==> src/rtl/branch_history_table.sv <==
`default_nettype none
// ============================================================================
//  Module   : branch_history_table
//  Purpose  : Direct-mapped branch target buffer with a 2-bit history counter
//             per entry. The fetch-side lookup and the upd_pc history read are
//             combinational. The mem-stage update is written on the clock
//             edge. Saturating counters track resolved and mispredicted
//             branches.
//  Revision : 1.0  initial release
// ============================================================================
module branch_history_table #(
  parameter int ENTRIES = 16,
  parameter int IDXW    = 4
) (
  input  logic        CLK,
  input  logic        RST,
  input  logic [31:0] fetch_pc,
  output logic        hit,
  output logic        predict_taken,
  output logic [31:0] predict_target,
  input  logic        upd_en,
  input  logic [31:0] upd_pc,
  input  logic [31:0] upd_target,
  output logic [1:0]  upd_history,
  input  logic [1:0]  upd_history_new,
  input  logic        wrong_prediction,
  output logic [15:0] branch_count,
  output logic [15:0] mispredict_count
);

  localparam int          TAGW       = 32 - IDXW - 2;
  localparam logic [1:0]  C_CTR_INIT = 2'b01;
  localparam logic [15:0] C_CNT_MAX  = 16'hFFFF;

  // Table storage, one slot per index
  logic              valid_q  [ENTRIES];
  logic [TAGW-1:0]   tag_q    [ENTRIES];
  logic [31:0]       target_q [ENTRIES];
  logic [1:0]        ctr_q    [ENTRIES];

  logic [15:0]       branch_count_q, branch_count_d;
  logic [15:0]       mispredict_count_q, mispredict_count_d;

  logic [IDXW-1:0]   w_fetch_idx;
  logic [TAGW-1:0]   w_fetch_tag;
  logic [IDXW-1:0]   w_upd_idx;
  logic [TAGW-1:0]   w_upd_tag;
  logic              w_upd_hit;

  // Byte-offset bits of the update PC carry no information for word-aligned PCs
  logic              unused_pc_bits;
  assign unused_pc_bits = ^upd_pc[1:0];

  assign w_fetch_idx = fetch_pc[IDXW+1:2];
  assign w_fetch_tag = fetch_pc[31:IDXW+2];
  assign w_upd_idx   = upd_pc[IDXW+1:2];
  assign w_upd_tag   = upd_pc[31:IDXW+2];

  // Fetch-side lookup. This path has no bypass from a write in the same
  // cycle, so a colliding update becomes visible one cycle later.
  always_comb begin
    hit            = valid_q[w_fetch_idx] && (tag_q[w_fetch_idx] == w_fetch_tag);
    predict_taken  = hit && ctr_q[w_fetch_idx][1];
    predict_target = predict_taken ? target_q[w_fetch_idx] : (fetch_pc + 32'd4);
  end

  // History read for the resolving branch; a miss reports weak not-taken
  always_comb begin
    w_upd_hit   = valid_q[w_upd_idx] && (tag_q[w_upd_idx] == w_upd_tag);
    upd_history = w_upd_hit ? ctr_q[w_upd_idx] : C_CTR_INIT;
  end

  // Next value of the saturating statistics counters
  always_comb begin
    branch_count_d     = branch_count_q;
    mispredict_count_d = mispredict_count_q;
    if (upd_en) begin
      if (branch_count_q != C_CNT_MAX) begin
        branch_count_d = branch_count_q + 16'd1;
      end
      if (wrong_prediction && (mispredict_count_q != C_CNT_MAX)) begin
        mispredict_count_d = mispredict_count_q + 16'd1;
      end
    end
  end

  // Table write: an update overwrites the indexed slot whatever it held
  always_ff @(posedge CLK or posedge RST) begin
    if (RST) begin
      for (int i = 0; i < ENTRIES; i++) begin
        valid_q[i]  <= 1'b0;
        tag_q[i]    <= '0;
        target_q[i] <= '0;
        ctr_q[i]    <= C_CTR_INIT;
      end
    end else if (upd_en) begin
      valid_q[w_upd_idx]  <= 1'b1;
      tag_q[w_upd_idx]    <= w_upd_tag;
      target_q[w_upd_idx] <= upd_target;
      ctr_q[w_upd_idx]    <= upd_history_new;
    end
  end

  // Statistics counter registers
  always_ff @(posedge CLK or posedge RST) begin
    if (RST) begin
      branch_count_q     <= '0;
      mispredict_count_q <= '0;
    end else begin
      branch_count_q     <= branch_count_d;
      mispredict_count_q <= mispredict_count_d;
    end
  end

  assign branch_count     = branch_count_q;
  assign mispredict_count = mispredict_count_q;

endmodule
`default_nettype wire

==> config.mk <==
export PLATFORM = sky130hd
export DESIGN_NAME = branch_history_table
export DESIGN_NICKNAME = d
export VERILOG_FILES = /design/src/rtl/branch_history_table.sv
export SDC_FILE = /design/constraint.sdc
export NUM_CORES = 2
export LEC_CHECK = 0
export CORE_UTILIZATION = 49
export CTS_CLUSTER_SIZE = 8
export DETAILED_ROUTE_END_ITERATION = 8
export GPL_ROUTABILITY_DRIVEN = 0
export HOLD_SLACK_MARGIN = 0.08
export PLACE_DENSITY = 0.66
export SYNTH_ARGS = -nofsm -noshare
export SYNTH_HDL_FRONTEND = slang
export SYNTH_SLANG_ARGS = --single-unit
==> constraint.sdc <==
create_clock -name CLK -period 44.9 [get_ports CLK]
set_input_delay 8.98 -clock CLK [delete_from_list [all_inputs] [get_ports CLK]]
set_output_delay 8.98 -clock CLK [all_outputs]
set_load 0.02 [all_outputs]
==> results.toml <==
[global_routing]
grt-ovfl-total = 0
grt_usage = 0.284
grt_pass1_vias = 32900
grt_max_degree = 189
antenna_found_initial = 11
gr-usage-met2 = 0.442
use_met1 = 0.400
grt_pass1_wl_um = 217000
met3_usage = 0.0598
grt.busiest_layer = "met2"

[route]
vias = 30500
via_per_inst = 6.47
wl_per_cell_um = 30.6
drtIter0Drc = 2485
first_pass_iters = 5
post-route-drc-count = 0
routed_wl_um = 144000
ant_nets = 0

[worst_hold_path]
worstHoldPathType = "reg -> reg"
min_from = "mispredict_count[6]$_DFFE_PP0P_"

[synthesis]
yosysSeqAreaShare = 0.500
yosys_warnings = 0
ys_seq_elements = 1008
async_flop_share = 1.00
synth-edff-count = 0
syn_area_per_cell_um2 = 15.7
synthFlopType = "dfrtp_1"
synth_nets = 3322
synth_top_area_share = 0.492
synthTopCellsByArea = "dfrtp_1 (49%), mux2_2 (22%), mux4_2 (17%)"
synth_cell_types = 65
synthCells = 3217
synth_area_leader_cell = "dfrtp_1"
synth.cell_area_mm2 = 0.0505

[die]
die_h_um = 323
core-area_mm2 = 0.102
row_count = 117
dieArea_mm2 = 0.104
pin_count = 170
start_util = 0.495
die_w_um = 323

[clock_network]
ctsResizeCount = 0
post-cts-setup-buffer-count = 0
cts_max_level = 4
clkSinkCount = 1008
cts_root_buffer = "clkbuf_16"
cts_max_path_buffers = 3
cts_hold_buf = 0
path_clk_slew_ns = 0.05
cts_made_buffers = 144
clkLatencyLatePin_ns = 0.74
cts_tree = "done"

[power_and_ir_drop]
p_total_mw = 2.82
irDropWorstVdd_mv = 0.0403
p_leak_nw = 23.6
power_density_mw_per_mm2 = 49.3

[finish]
final_area_mm2 = 0.0572
final-instance-count-excl-fill = 4713
fin_nets = 3408
layout-drive-gt1-share = 0.501
syn_to_final_growth_pct = 13.3

[sta]
fin_crit_ns = 23.70
fin_crit_sh = 0.528
timing.fmax_mhz = 42.2
clock_skew_ns = 0.00871
setup_viol = 0
rsz0062_at_grt = "no"
worst_slew_pin_slew_ns = 1.28
finalHoldViolations = 0
setup_tns_ns = 0
slew_headroom = 0.145
finalMaxSlewViolations = 0

[place]
placed_area_mm2 = 0.0532
io_buffer_count = 167
dp_cells = 4525
post-dp-hpwl_um = 85700

[critical_path]
r2r-start = "mispredict_count[4]$_DFFE_PP0P_"
crit_type = "in -> out"
cp-end-kind = "output pin"
worst_setup_path_start_kind = "input port"
crit_fanout = 63
crit_required_ns = 35.92
crit_start = "fetch_pc[3]"
arrival_ns = 14.72

[outcome]
status = "completed"

[flow_run]
cap_violations = 0
## final cells by class
cell class                 instances  area [um2]
sequential                      1008       25200
inverter                          18        75.1
multi-input combinational       1905       24000
clock inverter                    14         249
fill                            7890       44800
antenna                            3        7.51
timing repair buffer             226        2140
clock buffer                     171        3730
tap                             1368        1710
## routing by layer
metal	part of all wire	routed length, um	up-vias
li1	-	-	12300
met1	0.42	61100	16700
met2	0.47	68500	1125
met3	0.072	10500	290
met4	0.029	4180	20
met5	0.00096	138	-
## stage by stage
| stage | util | worst slack, ns | hold slack (ns) |
|---|---|---|---|
| after floorplan | - | 7.58 | 0.446 |
| after global placement | 0.521 | 21.43 | 0.464 |
| after detailed placement | 0.521 | 21.42 | 0.478 |
| after CTS | 0.560 | 21.39 | 0.493 |
| after global routing | 0.560 | 21.19 | 0.503 |
| final | 0.561 | 21.20 | 0.492 |
## flip-flops by register name, indices dropped and copies added, names as in the netlist
signal,cells
branch_count,16
ctr_q,32
mispredict_count,16
tag_q,416
target_q,512
valid_q,16
## cells in the mapped netlist (4+ instances only)
cell type	count
nor3b_1	4
nand2b_1	16
nand3b_1	6
nor3_1	21
a22oi_1	13
nand4_1	20
mux2i_1	73
o22ai_1	11
clkbuf_1	205
dfrtp_1	992
a211oi_1	5
a21oi_1	11
buf_2	18
buf_4	17
nand2_1	40
mux2_4	29
nor2_1	45
nor4_1	10
xnor2_1	77
or3_1	5
o21ai_0	4
dfstp_2	16
inv_1	17
mux4_1	7
a221oi_1	4
o32ai_1	4
and3_1	9
buf_1	37
nand3_1	24
mux4_2	385
or2_2	16
xor2_1	31
mux2_2	983
nor2b_1	9
buf_6	8
## worst max-delay path, cell delays in order
cell	delay [ns]
buf_8	0.48
buf_4	0.85
mux4_2	0.61
mux2i_1	0.47
xnor2_1	0.13
a2111oi_0	0.38
a41o_1	0.18
o221ai_1	0.36
nor4b_4	0.36
buf_4	0.66
mux2_2	0.46
clkdlybuf4s50_1	0.55
## kinds of logic (layout without fill, tap and decap cells)
family          Yosys count  count (layout)  synth area share
mux                    1477            1477             0.418
fa+ha+maj                 3               3          0.000743
compound gates           78              78            0.0114
other cells               0               3                 0
xor+xnor                108             108            0.0187
flops                  1008            1008             0.500
simple gates            239             239            0.0256
buf+inv                 304             429            0.0258
## cell usage in the layout, fill, tap and decap left out, types with 4 or more instances in the layout
master             n
dfrtp_1          992
mux2_2           983
mux4_2           385
clkdlybuf4s50_1  159
clkbuf_16        145
xnor2_1           77
mux2i_1           73
buf_4             59
nand2_1           39
nor2_1            36
xor2_1            31
mux2_4            29
clkbuf_1          26
nand3_1           24
nor3_1            21
nand4_1           20
nand2b_1          16
inv_1             16
or2_2             16
dfstp_2           16
a22oi_1           13
o22ai_1           11
a21oi_1           11
nor4_1            10
nor2_4             9
nor2b_1            9
and3_1             8
mux4_1             7
nand3b_1           6
a211oi_1           5
inv_6              5
nor3b_1            4
o32ai_1            4
a221oi_1           4
o21ai_0            4
clkinv_16          4
## path summary, 6_finish.rpt
path | slack [ns] | to | cells after the start
setup / recovery | 21.20 | predict_target[31] | 12
hold / removal | 0.49 | mispredict_count[6]$_DFFE_PP0P_ | 1
setup reg to reg | 42.26 | mispredict_count[14]$_DFFE_PP0P_ | 8
hold reg to reg | 0.49 | mispredict_count[6]$_DFFE_PP0P_ | 1
max in group asynchronous | 32.30 | tag_q[142]$_DFFE_PP0P_ | 5
min in group asynchronous | 8.89 | target_q[187]$_DFFE_PP0P_ | 2
## report_power, final
group | leakage (nW) | switching, mW | internal (mW) | total (mW)
combinational | 9.35 | 0.229 | 0.355 | 0.585
sequential | 12.3 | 0.134 | 1.12 | 1.26
clock | 1.93 | 0.399 | 0.582 | 0.981
(Power assumes the default switching activity.)
